==> config.mk <==
export PLATFORM = sky130hd
export DESIGN_NAME = gpio_message_receiver
export DESIGN_NICKNAME = d
export VERILOG_FILES = /design/src/rtl/gpio_message_receiver.sv
export SDC_FILE = /design/constraint.sdc
export NUM_CORES = 1
export LEC_CHECK = 0
export ABC_AREA = 1
export CAP_MARGIN = 40
export CORE_ASPECT_RATIO = 1.2
export CORE_MARGIN = 4
export CORE_UTILIZATION = 56
export CTS_CLUSTER_DIAMETER = 120
export DETAILED_ROUTE_END_ITERATION = 8
export GPL_TIMING_DRIVEN = 0
export PLACE_DENSITY = 0.79
export SYNTH_ARGS = -nofsm -noshare
export SYNTH_HDL_FRONTEND = slang
export SYNTH_SLANG_ARGS = --single-unit
==> constraint.sdc <==
create_clock -name clock -period 2.01 [get_ports clock]
set_input_delay 0.201 -clock clock [delete_from_list [all_inputs] [get_ports clock]]
set_output_delay 0.201 -clock clock [all_outputs]
set_load 0.01 [all_outputs]
==> src/rtl/gpio_message_receiver.sv <==
// gpio_message_receiver
//   Receive end of the inter-FPGA GPIO message link. A bit-serial frame of
//   MSG_BITS bits (MSB first) is shifted in on rising edges of the peer's
//   strobe while the peer holds gpio_req high. A complete frame is published
//   on message_in with a one-cycle msg_valid pulse, and gpio_ack is raised
//   until the peer drops gpio_req. A byte drain then streams the received
//   characters, first character (most significant) first, to a consumer.
//
// Ports
//   clock, RESETN        system clock (rising edge), async active-low reset
//   gpio_req/sclk/data   asynchronous peer lines, synchronized internally
//   gpio_ack             frame accepted, held until gpio_req falls
//   message_in           last complete frame
//   msg_valid            1-cycle pulse when message_in updates
//   frame_err            1-cycle pulse when gpio_req falls mid-frame
//   busy                 high while shifting a frame
//   char_out/char_valid  drain character and its valid
//   char_ready           consumer accept (char_valid & char_ready)
//   overrun              sticky: a new frame arrived before the drain finished
//   state_dbg            current receive FSM state (IDLE=0, SHIFT=1, ACK=2)
//
// Handshake: a drain character transfers on every rising clock edge where
//   char_valid and char_ready are both high; char_out holds while stalled.
module gpio_message_receiver #(
  parameter int MSG_BITS    = 128,
  parameter int CHAR_W      = 8,
  parameter int SYNC_STAGES = 2
) (
  input  logic                clock,
  input  logic                RESETN,
  input  logic                gpio_req,
  input  logic                gpio_sclk,
  input  logic                gpio_data,
  output logic                gpio_ack,
  output logic [MSG_BITS-1:0] message_in,
  output logic                msg_valid,
  output logic                frame_err,
  output logic                busy,
  output logic [CHAR_W-1:0]   char_out,
  output logic                char_valid,
  input  logic                char_ready,
  output logic                overrun,
  output logic [1:0]          state_dbg
);

  localparam int NCHAR = MSG_BITS / CHAR_W;
  localparam int IDX_W = (NCHAR > 1) ? $clog2(NCHAR) : 1;
  localparam int CNT_W = $clog2(MSG_BITS + 1);
  localparam logic [CNT_W-1:0] LAST_BIT = CNT_W'(MSG_BITS - 1);
  localparam logic [IDX_W-1:0] LAST_IDX = IDX_W'(NCHAR - 1);

  typedef enum logic [1:0] {
    ST_IDLE  = 2'd0,
    ST_SHIFT = 2'd1,
    ST_ACK   = 2'd2
  } state_t;

  // Synchronizers: all three lines use the same depth so data stays aligned
  // with the strobe edge it belongs to.
  logic [SYNC_STAGES-1:0] req_sync_q, req_sync_d;
  logic [SYNC_STAGES-1:0] sclk_sync_q, sclk_sync_d;
  logic [SYNC_STAGES-1:0] data_sync_q, data_sync_d;
  logic                   sclk_dly_q, sclk_dly_d;
  logic                   req_s, sclk_s, data_s, sclk_rise;

  state_t                 state_q, state_d;
  logic [CNT_W-1:0]       bit_cnt_q, bit_cnt_d;
  logic [MSG_BITS-1:0]    shreg_q, shreg_d;
  logic [MSG_BITS-1:0]    message_q, message_d;
  logic                   msg_valid_q, msg_valid_d;
  logic                   frame_err_q, frame_err_d;
  logic                   gpio_ack_q, gpio_ack_d;

  logic [IDX_W-1:0]       idx_q, idx_d;
  logic                   char_valid_q, char_valid_d;
  logic                   overrun_q, overrun_d;
  logic                   accept;
  logic [MSG_BITS-1:0]    char_win;

  always_comb begin
    req_sync_d  = {req_sync_q[SYNC_STAGES-2:0], gpio_req};
    sclk_sync_d = {sclk_sync_q[SYNC_STAGES-2:0], gpio_sclk};
    data_sync_d = {data_sync_q[SYNC_STAGES-2:0], gpio_data};
    req_s       = req_sync_q[SYNC_STAGES-1];
    sclk_s      = sclk_sync_q[SYNC_STAGES-1];
    data_s      = data_sync_q[SYNC_STAGES-1];
    sclk_dly_d  = sclk_s;
    sclk_rise   = sclk_s & ~sclk_dly_q;
  end

  // Receive FSM. In SHIFT a strobe edge is checked before req_s so the final
  // bit still completes the frame when req falls in the same cycle.
  always_comb begin
    state_d     = state_q;
    bit_cnt_d   = bit_cnt_q;
    shreg_d     = shreg_q;
    message_d   = message_q;
    msg_valid_d = 1'b0;
    frame_err_d = 1'b0;
    case (state_q)
      ST_IDLE: begin
        if (req_s) begin
          state_d   = ST_SHIFT;
          bit_cnt_d = '0;
          shreg_d   = '0;
        end
      end
      ST_SHIFT: begin
        if (sclk_rise) begin
          shreg_d   = {shreg_q[MSG_BITS-2:0], data_s};
          bit_cnt_d = bit_cnt_q + CNT_W'(1);
          if (bit_cnt_q == LAST_BIT) begin
            message_d   = shreg_d;
            msg_valid_d = 1'b1;
            state_d     = ST_ACK;
          end
        end else if (!req_s) begin
          frame_err_d = 1'b1;
          state_d     = ST_IDLE;
        end
      end
      ST_ACK: begin
        if (!req_s) state_d = ST_IDLE;
      end
      default: state_d = ST_IDLE;
    endcase
    gpio_ack_d = (state_d == ST_ACK);
  end

  // Drain. A new message always restarts at character 0; an accept landing
  // in the same cycle is consumed but does not advance the index.
  always_comb begin
    idx_d        = idx_q;
    char_valid_d = char_valid_q;
    overrun_d    = overrun_q;
    accept       = char_valid_q & char_ready;
    if (msg_valid_q) begin
      idx_d        = '0;
      char_valid_d = 1'b1;
      if (char_valid_q) overrun_d = 1'b1;
    end else if (accept) begin
      if (idx_q == LAST_IDX) char_valid_d = 1'b0;
      else                   idx_d        = idx_q + IDX_W'(1);
    end
    char_win = message_q << (int'(idx_q) * CHAR_W);
    char_out = char_win[MSG_BITS-1 -: CHAR_W];
  end

  always_ff @(posedge clock or negedge RESETN) begin
    if (!RESETN) begin
      req_sync_q   <= '0;
      sclk_sync_q  <= '0;
      data_sync_q  <= '0;
      sclk_dly_q   <= 1'b0;
      state_q      <= ST_IDLE;
      bit_cnt_q    <= '0;
      shreg_q      <= '0;
      message_q    <= '0;
      msg_valid_q  <= 1'b0;
      frame_err_q  <= 1'b0;
      gpio_ack_q   <= 1'b0;
      idx_q        <= '0;
      char_valid_q <= 1'b0;
      overrun_q    <= 1'b0;
    end else begin
      req_sync_q   <= req_sync_d;
      sclk_sync_q  <= sclk_sync_d;
      data_sync_q  <= data_sync_d;
      sclk_dly_q   <= sclk_dly_d;
      state_q      <= state_d;
      bit_cnt_q    <= bit_cnt_d;
      shreg_q      <= shreg_d;
      message_q    <= message_d;
      msg_valid_q  <= msg_valid_d;
      frame_err_q  <= frame_err_d;
      gpio_ack_q   <= gpio_ack_d;
      idx_q        <= idx_d;
      char_valid_q <= char_valid_d;
      overrun_q    <= overrun_d;
    end
  end

  assign gpio_ack   = gpio_ack_q;
  assign message_in = message_q;
  assign msg_valid  = msg_valid_q;
  assign frame_err  = frame_err_q;
  assign busy       = (state_q == ST_SHIFT);
  assign char_valid = char_valid_q;
  assign overrun    = overrun_q;
  assign state_dbg  = state_q;

endmodule
==> summary.md, run 1 <==
| Metric | Value |
|---|---|
| Top cell type's share of synthesized area | `58.3%` |
| CTS root buf | `clkbuf_16` |
| Data arrival, critical path | `2020 ps` |
| Design Area, Final | `15400 um^2` |
| DRC | `0` |
| First-pass GRT wire length | `52300 um` |
| Final wirelength | `32900 um` |
| FP Rows | `58` |
| Leakage power | `6.85 nW` |
| Finished Core Util | `73.2%` |
| Post-layout nets | `1466` |
| Vias in the first global route | `9774` |
| ANT nets after route | `0` |
| Seq/Total Area, Yosys | `58.3%` |
| Switching pwr | `4.76 mW` |
| Combinational power share | `27.8%` |
| Die Wd | `142 um` |
| Synth top area cells | `dfrtp_1 (58%), nand2_1 (11%), o21ai_2 (8.4%)` |
| Worst-path fanout max | `6` |
| Yosys warning count | `0` |
| H-tree levels | `1` |
| Antenna Cells | `0` |
| Hold WC Path Type | `input pin to flop` |
| Synth-to-layout area growth | `27.8%` |
| Setup Skew | `15.8 ps` |
| Critical path type | `flop to output port` |
| Max Cap Viol | `0` |
| Placed cell areas | `13900 um^2` |
| Worst-margin pin slew | `585 ps` |
| Syn Std Cell Area | `12100 um^2` |
| Setup violators final | `8` |
| Cell Pwr Density | `984 nW/um^2` |
| Max Slew Vio Count | `0` |
| Worst path max stage delay | `440 ps` |
| CTS tree | `built` |
| Top achievable clock speed | `450 MHz` |
| Leading area contributor after synthesis | `dfrtp_1` |
| Num ports | `150` |
| Failing checks | `negative setup slack` |
| Internal Power | `10.4 mW` |
| Gpl congestion | `0.893` |
| Syn_area_per_cell | `9.56 um^2` |
| DR vias/cell | `5.68` |
| Final hold vios | `0` |
| Minimum clock period | `2220 ps` |
| Die Y | `169 um` |
| Largest net degree at the start of global routing | `117` |
| Clock sinks | `281` |
| Startpoint Class | `flop` |
| Share of cells above drive strength 1 | `22.9%` |
| Worst-Skew Late Latency | `540 ps` |
| Total track usage | `27.3%` |
| Vias | `9934` |
| Non-filler cells in the finished layout | `1748` |
| Sequential share of power | `38.5%` |
| CP Capture Type | `output port` |
| Starting DRT DRC Count | `1005` |
| Synthesized instance count | `1261` |
| Initial Util | `57.3%` |
| Wirelength per Cell | `18.8 um` |
| Fill cells | `1476` |
| Setup ws final | `-210 ps` |
| Buf/Inv on CP | `3` |
| Syn_nets | `1269` |
| Period utilization | `110%` |
| Commonest non-fill, non-tap cell in the layout | `nand2_1` |
| Clock Path Buffers | `3` |
| Seq cells post-synth | `281` |
| DRT Pass-1 Iters | `5` |
| RSZ-0062 raised after global routing | `true` |
| Status | `finished with violations` |
| Post-DP HPWL | `22500 um` |
| Switching share of total power | `31.4%` |
| Distinct cells, synth | `27` |
| Clock network fraction of total power | `33.7%` |
| Initial antenna violation count | `0` |
| Die area | `23900 um^2` |
| Congestion Overflow GR | `0` |
| Worst slack at placement | `-392 ps` |
| Hold Slack | `97.6 ps` |
| Clock Pin Slew Worst Setup and Hold Paths | `60 ps` |
| Critical Path, Cell by Cell | `buf_8 > buf_8 > nand2_1 > nand3_2 > nand2_1 > nor2_2 > nand2_2 > nand2_2 > buf_6` |
| Peak supply drop | `0.889 mV` |
| Commonest non-fill, non-tap cells in the layout | `nand2_1 (332), dfrtp_1 (280), clkdlybuf4s50_1 (140)` |
| Slowest stage cell, crit path | `dfrtp_2` |
| WP data required | `1810 ps` |
| Core ar. | `21000 um^2` |
| Clock buffer count from CTS | `27` |
| CP top delay family | `simple AND/OR/NAND/NOR gates` |
| Placed cell count | `1682` |
| Relative slew margins | `61.0%` |
| Number of port buffers | `149` |
[flip-flops by register name, indices dropped and copies added (netlist names)]
signal / cells
req_sync_q: 2
msg_valid: 1
message_in: 128
overrun: 1
gpio_ack: 1
state_dbg: 2
data_sync_q: 2
char_valid: 1
sclk_dly_q: 1
frame_err: 1
sclk_sync_q: 2
idx_q: 4
shreg_q: 127
bit_cnt_q: 8
[metrics by stage]
stage | TNS [ps] | power [mW]
after CTS | -1290 | 14.8
after detailed placement | -2520 | 8.85
after global placement | -3085640 | 8.79
final | -1310 | 15.2
after floorplan | 0 | 7.64
after global routing | -1910 | 15.7
[cell usage after synthesis (all sizes together)]
master	n
o21bai	1
nor3	1
a21oi	20
nand3	46
clkbuf	7
a21o	1
o211ai	1
ha	2
clkinv	3
nor2	46
dfrtp	281
nand2	365
o21ai	146
buf	70
inv	142
nand4	4
o22ai	125
[area by class of cell]
class | instances | area, um^2 | share of cell area [%]
multi-input cells | 758 | 4170 | 27.1
inverters | 145 | 552 | 3.58
flip-flops and latches | 281 | 7030 | 45.6
clock inverters | 6 | 61.3 | 0.398
plain buffers | 77 | 667 | 4.33
clock buffers | 43 | 836 | 5.42
repair buffers | 168 | 1750 | 11.4
well taps | 270 | 338 | 2.19
[what timing repair did]
item	CTS	global route
gates cloned	3	1
buffers inserted	10	3
endpoints found under the hold margin	70	0
gates resized for setup	132	40
setup endpoints to repair	8	9
pin swaps	37	23
hold buffers	1	0
[cell families (layout without fill, tap and decap cells)]
| logic type | after synthesis | count (layout) | synth area share, % |
|---|---|---|---|
| buffers and inverters | 222 | 439 | 8.98 |
| DFF | 281 | 281 | 58.3 |
| AOI/OAI and AO/OA | 294 | 294 | 17.2 |
| adders and majority gates | 2 | 2 | 0.208 |
| and+or+nand+nor | 462 | 462 | 15.3 |
[path summary, 6_finish.rpt]
path	from	endpoint	slack, ps	depth (start not counted)
max	idx_q[0]$_DFFE_PN0P_	char_out[0]	-210	9
min	gpio_sclk	sclk_sync_q[0]$_DFF_PN0_	100	1
max reg2reg	idx_q[0]$_DFFE_PN0P_	idx_q[1]$_DFFE_PN0P_	260	8
min reg2reg	sclk_sync_q[0]$_DFF_PN0_	sclk_sync_q[1]$_DFF_PN0_	350	0
max in group asynchronous	RESETN	message_in[63]$_DFFE_PN0P_	840	3
min in group asynchronous	RESETN	gpio_ack$_DFF_PN0_	210	2
[metal layers]
metal,vias to the layer above,track usage (%),wire [um]
met4,0,9.18,1100
li1,4512,-,-
met5,-,0,0
met2,422,45.4,16400
met1,4917,37.0,12800
met3,83,4.18,2580
[worst register-to-register path: cells and delay by family, from the launching register on]
kind                       cells  cell delay (ps)
buffers and inverters          3              440
adders and majority gates      1              230
and+or+nand+nor                3              420
DFF                            1              460
AOI/OAI and AO/OA              1              110
[power by group through the flow]
| stage | sequential, mW | clock (mW) | combinational [mW] |
|---|---|---|---|
| floorplan | 5.91 | 0 | 1.73 |
| global placement | 5.92 | 0 | 2.87 |
| detailed placement | 5.92 | 0 | 2.93 |
| CTS | 5.83 | 5.13 | 3.82 |
| global route | 5.85 | 5.38 | 4.48 |
| finish | 5.84 | 5.10 | 4.22 |
No activity file was read; power rests on OpenSTA's default activity.
==> run 2, diff against run 1 <==
==> config.mk (replaced) <==
export PLATFORM = sky130hd
export DESIGN_NAME = gpio_message_receiver
export DESIGN_NICKNAME = d
export VERILOG_FILES = /design/src/rtl/gpio_message_receiver.sv
export SDC_FILE = /design/constraint.sdc
export NUM_CORES = 1
export LEC_CHECK = 0
export CAP_MARGIN = 20
export CORE_ASPECT_RATIO = 1.2
export CORE_MARGIN = 4
export CORE_UTILIZATION = 55
export CTS_CLUSTER_DIAMETER = 120
export DETAILED_ROUTE_END_ITERATION = 8
export GPL_TIMING_DRIVEN = 0
export PLACE_DENSITY = 0.78
export RECOVER_POWER = 25
export SYNTH_ARGS = -nofsm -noshare
export SYNTH_HDL_FRONTEND = slang
export SYNTH_SLANG_ARGS = --single-unit
==> summary.md, run 2 <==
| Metric | Value |
|---|---|
| Status | `finished with violations` |
| Failing checks | `negative setup slack` |
| Top achievable clock speed | `403 MHz (-10%)` |
| Yosys warning count | `0 (unchanged)` |
| Core ar. | `21000 um^2 (unchanged)` |
| Switching share of total power | `22.3% (-9.1 points)` |
| Seq/Total Area, Yosys | `59.7% (+1.4 points)` |
| CTS root buf | `clkbuf_16` |
| WP data required | `1810 ps (about the same)` |
| Die area | `23800 um^2 (-0.52%)` |
| Synthesized instance count | `739 (-41%)` |
| Final wirelength | `29300 um (-11%)` |
| Worst-Skew Late Latency | `520 ps (-20 ps)` |
| Peak supply drop | `0.687 mV (-23%)` |
| Clock buffer count from CTS | `27 (unchanged)` |
| Syn_area_per_cell | `15.9 um^2 (+67%)` |
| Minimum clock period | `2480 ps (+258 ps)` |
| Commonest non-fill, non-tap cells in the layout | `dfrtp_1 (279), clkdlybuf4s50_1 (136), a22o_1 (128)` |
| Leakage power | `6.84 nW (-0.27%)` |
| Clock network fraction of total power | `44.7% (+11 points)` |
| Synth top area cells | `dfrtp_1 (60%), mux2_4 (13%), a22o_1 (9.5%)` |
| Post-synth top cells | `dfrtp_1 (281), a22o_1 (128), mux2_4 (100)` |
| Congestion Overflow GR | `0 (unchanged)` |
| Gpl congestion | `0.823 (-7.8%)` |
| CTS tree | `built` |
| Setup TNS | `-3450 ps (-2140 ps)` |
| Worst slack at placement | `-643 ps (-252 ps)` |
| Period utilization | `123% (+13 points)` |
| Relative slew margins | `37.0% (-24 points)` |
| Sequential share of power | `50.9% (+12 points)` |
| Most used flip-flop cell after synthesis | `dfrtp_1` |
| ANT nets after route | `0 (unchanged)` |
| Seq cells post-synth | `281 (unchanged)` |
| Worst-path fanout max | `10 (+4)` |
| Syn_nets | `747 (-41%)` |
| Hold WC Path Type | `input pin to flop` |
| DR vias/cell | `6.08 (+7.0%)` |
| Vias | `7355 (-26%)` |
| DRT Pass-1 Iters | `5 (unchanged)` |
| Critical path type | `flop to output port` |
| Startpoint Class | `flop` |
| Commonest non-fill, non-tap cell in the layout | `dfrtp_1` |
| Top cell type's share of synthesized area | `59.7% (+1.4 points)` |
| Placed cell count | `1160 (-31%)` |
| Synth-to-layout area growth | `27.7%` |
| H-tree levels | `1 (unchanged)` |
| Clock Path Buffers | `3 (unchanged)` |
| Initial antenna violation count | `0 (unchanged)` |
| Number of flip-flops in the largest register | `128 (unchanged)` |
| RSZ-0062 raised after global routing | `true` |
| Max Slew Vio Count | `0 (unchanged)` |
| First-pass GRT wire length | `45700 um (-13%)` |
| Share of cells above drive strength 1 | `30.5% (+7.6 points)` |
| Setup Skew | `7.62 ps (-8.22 ps)` |
| Non-filler cells in the finished layout | `1210 (-31%)` |
| Starting DRT DRC Count | `593 (-41%)` |
| Total track usage | `24.5% (-2.8 points)` |
| Cell Pwr Density | `747 nW/um^2 (-24%)` |
| Largest net degree at the start of global routing | `115 (-1.7%)` |
| Antenna Cells | `0 (unchanged)` |
| Hold Slack | `232 ps (+134 ps)` |
| FP Rows | `58 (unchanged)` |
| Final hold vios | `0 (unchanged)` |
| Distinct cells, synth | `40 (+48%)` |
| Die Wd | `142 um (-0.26%)` |
| Vias in the first global route | `7599 (-22%)` |
| Number of port buffers | `149 (unchanged)` |
| Data arrival, critical path | `2280 ps (+260 ps)` |
| Combinational power share | `4.3% (-24 points)` |
| Internal Power | `8.72 mW (-16%)` |
| CP Capture Type | `output port` |
| Post-DP HPWL | `19900 um (-12%)` |
| Worst-margin pin slew | `946 ps (+360 ps)` |
| Pwr Total | `11.2 mW (-26%)` |
| Most frequent cell after synthesis | `dfrtp_1` |
| DRC | `0 (unchanged)` |
| Initial Util | `56.0% (-1.3 points)` |
| Syn Std Cell Area | `11800 um^2 (-2.3%)` |
| Ys async rst share | `100% (unchanged)` |
| Die Y | `168 um (-0.26%)` |
| Max Cap Viol | `0 (unchanged)` |
| Switching pwr | `2.51 mW (-47%)` |
| Leading area contributor after synthesis | `dfrtp_1` |
| Post-layout nets | `932 (-36%)` |
| Setup violators final | `19 (+11)` |
| Wirelength per Cell | `24.2 um (+29%)` |
| Clock Pin Slew Worst Setup and Hold Paths | `60 ps (about the same)` |
| EDFF count, synth | `0 (unchanged)` |
| Num ports | `150 (unchanged)` |
| Clock sinks | `281 (unchanged)` |
| Setup ws final | `-469 ps (-258 ps)` |
[run 2: changes by cell type after synthesis, moves of 20 or more]
cell     previous run  this run
a21oi_1            20         0
a22o_1              0       128
buf_6              23         2
inv_1             138         1
mux2_2              0        20
mux2_4              0       100
mux2i_1             0        33
nand2_1           364        10
nand3_1            45         1
nor2_1             41        11
o21ai_2           116         0
o22ai_1           125         0
[run 2: through the flow]
stage                     instance area (um^2)  utilization (%)
final                                    15000             71.4
after global routing                     15000             71.4
after CTS                                14900             70.6
after detailed placement                 13700             64.9
after global placement                   13600             64.6
after floorplan                          11800                -
[run 2: metal layers]
metal	wire, um	global-route usage (%)
met1	12700	35.9
met2	14400	39.1
met3	1550	3.64
met4	582	6.22
met5	0	0
[run 2: what timing repair did]
action,CTS,global route
gates cloned,2,0
pin swaps,20,18
endpoints found under the hold margin,68,0
setup buffers,4,2
hold buffers,1,0
setup endpoints to repair,9,109
resized for setup,92,55
[run 2: logic make-up after synthesis]
family	Yosys count	synth area share (%)
AO/OA/AOI/OAI	165	11.8
XOR/XNOR	9	0.669
adder cells (fa/ha/maj)	2	0.212
buffers and inverters	59	3.92
flip-flops	281	59.7
multiplexers	178	21.4
AND/OR/NAND/NOR	45	2.25
[run 2: worst max-delay path: stages, from the launching register on]
cell	delay (ps)
dfrtp_1	370
buf_8	170
buf_6	210
mux2i_1	370
a221oi_2	140
a22oi_2	220
nand2_2	100
buf_2	150
[run 2: worst paths after layout]
check,end,startpoint,slack [ps],depth (start not counted)
worst max-delay path,char_out[6],idx_q[0]$_DFFE_PN0P_,-470,7
worst min-delay path,sclk_sync_q[0]$_DFF_PN0_,gpio_sclk,230,1
worst max register to register,message_in[37]$_DFFE_PN0P_,bit_cnt_q[7]$_DFFE_PN0P_,-10,6
worst min register to register,sclk_sync_q[1]$_DFF_PN0_,sclk_sync_q[0]$_DFF_PN0_,350,0
max in group asynchronous,idx_q[3]$_DFFE_PN0P_,RESETN,230,3
min in group asynchronous,shreg_q[66]$_DFFE_PN0P_,RESETN,400,2
[run 2: layout make-up]
cell class              count  area (um^2)
inverters                   2         12.5
clock buffers              34          722
well taps                 270          338
multi-input cells         399         4650
plain buffers              54          541
repair buffers            159         1600
fillers                  1353         6010
clock inverters            11          143
flip-flops and latches    281         7030
[run 2: power groups by stage]
stage	combinational (mW)	sequential (mW)	clock, mW
4_1_cts	0.503	5.72	5.08
2_1_floorplan	0.245	5.82	0
6_report	0.487	5.72	5.02
5_1_grt	0.551	5.72	5.35
3_5_place_dp	0.495	5.82	0
3_3_place_gp	0.473	5.83	0
==> run 3, diff against run 2 <==
--- a/config.mk
+++ b/config.mk
@@ -6,7 +6,6 @@
 export NUM_CORES = 1
 export LEC_CHECK = 0
 export CAP_MARGIN = 20
-export CORE_ASPECT_RATIO = 1.2
 export CORE_MARGIN = 4
 export CORE_UTILIZATION = 55
 export CTS_CLUSTER_DIAMETER = 120
==> summary.md, run 3 (same netlist as run 2, synthesis figures left out) <==
| Metric | Value |
|---|---|
| Largest net degree at the start of global routing | `116 (+0.87%)` |
| Vias | `7441 (+1.2%)` |
| Worst-margin pin slew | `1080 ps (+133 ps)` |
| Minimum clock period | `2480 ps (+6.38 ps)` |
| Critical path type | `flop to output port` |
| Number of flip-flops in the largest register | `128 (unchanged)` |
| Setup violators final | `16 (-3)` |
| RSZ-0062 raised after global routing | `true` |
| Share of cells above drive strength 1 | `31.2% (+0.69 points)` |
| CP Capture Type | `output port` |
| Final wirelength | `30000 um (+2.5%)` |
| Top achievable clock speed | `402 MHz (-0.26%)` |
| Clock network fraction of total power | `47.6% (+2.9 points)` |
| Internal Power | `9.29 mW (+6.5%)` |
| Wirelength per Cell | `24.5 um (+1.3%)` |
| Num ports | `150 (unchanged)` |
| H-tree levels | `1 (unchanged)` |
| Number of port buffers | `149 (unchanged)` |
| Clock Path Buffers | `3 (unchanged)` |
| R2r endpoint | `message_in[74]$_DFFE_PN0P_` |
| Leakage power | `6.95 nW (+1.7%)` |
| Buf/Inv on CP | `3 (unchanged)` |
| Hold depth | `1 (unchanged)` |
| Initial Util | `56.0% (+0.063 points)` |
| Congestion Overflow GR | `0 (unchanged)` |
| Placed cell count | `1165 (+0.43%)` |
| Relative slew margins | `28.1% (-8.9 points)` |
| Worst-path fanout max | `8 (-2)` |
| Worst-Skew Late Latency | `540 ps (+20 ps)` |
| Peak supply drop | `0.671 mV (-2.3%)` |
| Critical Path Start | `idx_q[1]$_DFFE_PN0P_` |
| Failing checks | `negative setup slack` |
| Vias in the first global route | `7749 (+2.0%)` |
| Clock sinks | `281 (unchanged)` |
| CP top delay family | `buffers and inverters` |
| Sequential share of power | `48.2% (-2.7 points)` |
| Area of the multi-input gates | `4570 um^2 (-1.6%)` |
| Clock buffer count from CTS | `28 (+3.7%)` |
| Worst path max stage delay | `440 ps (+70 ps)` |
| Critical Path Sink | `char_out[6]` |
| Cell Pwr Density | `781 nW/um^2 (+4.5%)` |
| Core ar. | `21000 um^2 (-0.11%)` |
| Critical R2R Launch | `sclk_dly_q$_DFF_PN0_` |
| Final hold vios | `0 (unchanged)` |
| DRT Pass-1 Iters | `4 (-1)` |
| Max Slew Vio Count | `0 (unchanged)` |
| Die Y | `154 um (-8.3%)` |
| Synth-to-layout area growth | `29.1%` |
| Slowest stage cell, crit path | `dfrtp_1` |
| Post-DP HPWL | `20100 um (+0.75%)` |
| Die area | `23800 um^2 (about the same)` |
| ANT nets after route | `0 (unchanged)` |
| R2R setup slack | `-30 ps (-20 ps)` |
| Initial antenna violation count | `1 (+1)` |
| Status | `finished with violations` |
| CTS root buf | `clkbuf_16` |
| WP data required | `1810 ps (about the same)` |
| Worst reg-to-reg path cell count | `6 (unchanged)` |
| DR vias/cell | `6.08 (about the same)` |
| Fill cells | `1275 (-5.8%)` |
| WP depth | `7 (unchanged)` |
| Switching share of total power | `21.7% (-0.60 points)` |
| Finished Core Util | `72.3% (+0.91 points)` |
| Combinational power share | `4.2% (about the same)` |
| Sequential cell area | `7030 um^2 (unchanged)` |
| Clock Pin Slew Worst Setup and Hold Paths | `60 ps (about the same)` |
| Setup TNS | `-3680 ps (-228 ps)` |
| Switching pwr | `2.58 mW (+2.8%)` |
| Setup Skew | `8.97 ps (+1.35 ps)` |
| DRC | `0 (unchanged)` |
| Non-filler cells in the finished layout | `1224 (+1.2%)` |
| Gpl congestion | `0.845 (+2.6%)` |
| FP Rows | `53 (-8.6%)` |
| Hold WC Path Type | `input pin to flop` |
| Commonest non-fill, non-tap cell in the layout | `dfrtp_1` |
| Total track usage | `24.9% (+0.37 points)` |
| Die Wd | `154 um (+9.0%)` |
| Post-layout nets | `935 (+0.32%)` |
| Period utilization | `124% (+0.32 points)` |
| Commonest non-fill, non-tap cells in the layout | `dfrtp_1 (279), clkdlybuf4s50_1 (136), a22o_1 (128)` |
| Setup ws final | `-475 ps (-6.38 ps)` |
| Max Cap Viol | `0 (unchanged)` |
| Startpoint Class | `flop` |
| First-pass GRT wire length | `46400 um (+1.5%)` |
| Critical Path, Cell by Cell | `buf_6 > and2_4 > clkbuf_16 > a221oi_4 > o21ai_0 > nand2_1 > buf_2` |
| Data arrival, critical path | `2280 ps (about the same)` |
| CTS tree | `built` |
| Starting DRT DRC Count | `573 (-3.4%)` |
[run 3: cell count changes in the layout (fill, tap and decap cells not counted), moves of 3 or more]
cell / before / now
buf_8: 4 / 0
clkbuf_16: 27 / 31
clkinvlp_4: 5 / 2
mux2i_1: 14 / 18
mux2i_4: 7 / 0
buf_6: 11 / 8
buf_12: 14 / 19
clkbuf_1: 10 / 5
mux2i_2: 12 / 15
clkbuf_8: 4 / 9
[run 3: worst min path at each step]
| stage | startpoint | slack (ps) | to |
|---|---|---|---|
| global route | gpio_data | 210 | data_sync_q[0]$_DFF_PN0_ |
| global placement | sclk_sync_q[0]$_DFF_PN0_ | 330 | sclk_sync_q[1]$_DFF_PN0_ |
| detailed placement | RESETN | 220 | message_in[30]$_DFFE_PN0P_ |
| CTS | gpio_sclk | 90 | sclk_sync_q[0]$_DFF_PN0_ |
| finish | gpio_sclk | 220 | sclk_sync_q[0]$_DFF_PN0_ |
| floorplan | RESETN | -90 | bit_cnt_q[0]$_DFFE_PN0P_ |
[run 3: cell type report]
| type | instances | area share, % |
|---|---|---|
| sequential | 281 | 46.3 |
| multi-input combinational | 399 | 30.1 |
| timing repair buffer | 162 | 11.0 |
| clock buffer | 40 | 5.64 |
| buffer | 53 | 3.56 |
| tap | 275 | 2.26 |
| clock inverter | 11 | 1.10 |
| inverter | 2 | 0.0823 |
| antenna | 1 | 0.0165 |
[run 3: timing repair]
| action | in CTS | in global routing |
|---|---|---|
| setup endpoints to repair | 9 | 110 |
| pin swaps | 17 | 13 |
| gates resized for setup | 97 | 38 |
| gates cloned | 3 | 2 |
| setup buffers | 4 | 3 |
| hold buffers | 1 | 0 |
| hold endpoints to repair | 79 | 0 |
[run 3: per-stage QoR]
step                worst slack (ps)  total power, mW  hold slack [ps]  area [um^2]
floorplan                        269             6.06            -94.6        11800
global placement              -10880             6.30              332        13600
detailed placement              -695             6.32              219        13700
CTS                             -502             11.9             90.8        15100
global route                    -580             12.2              208        15200
finish                          -475             11.9              216        15200
[run 3: per-layer routing]
metal	vias to the layer above	wire [um]	track usage (%)
met5	-	13	0
met2	293	14100	38.4
met3	61	2090	5.26
met4	2	957	7.15
met1	3898	12900	36.2
li1	3187	-	-
[run 3: power groups by stage]
stage               registers (mW)  logic, mW  clock network [mW]
finish                        5.72      0.502                5.65
detailed placement            5.82      0.497                   0
floorplan                     5.82      0.245                   0
global route                  5.72      0.562                5.95
CTS                           5.72      0.509                5.70
global placement              5.83      0.475                   0
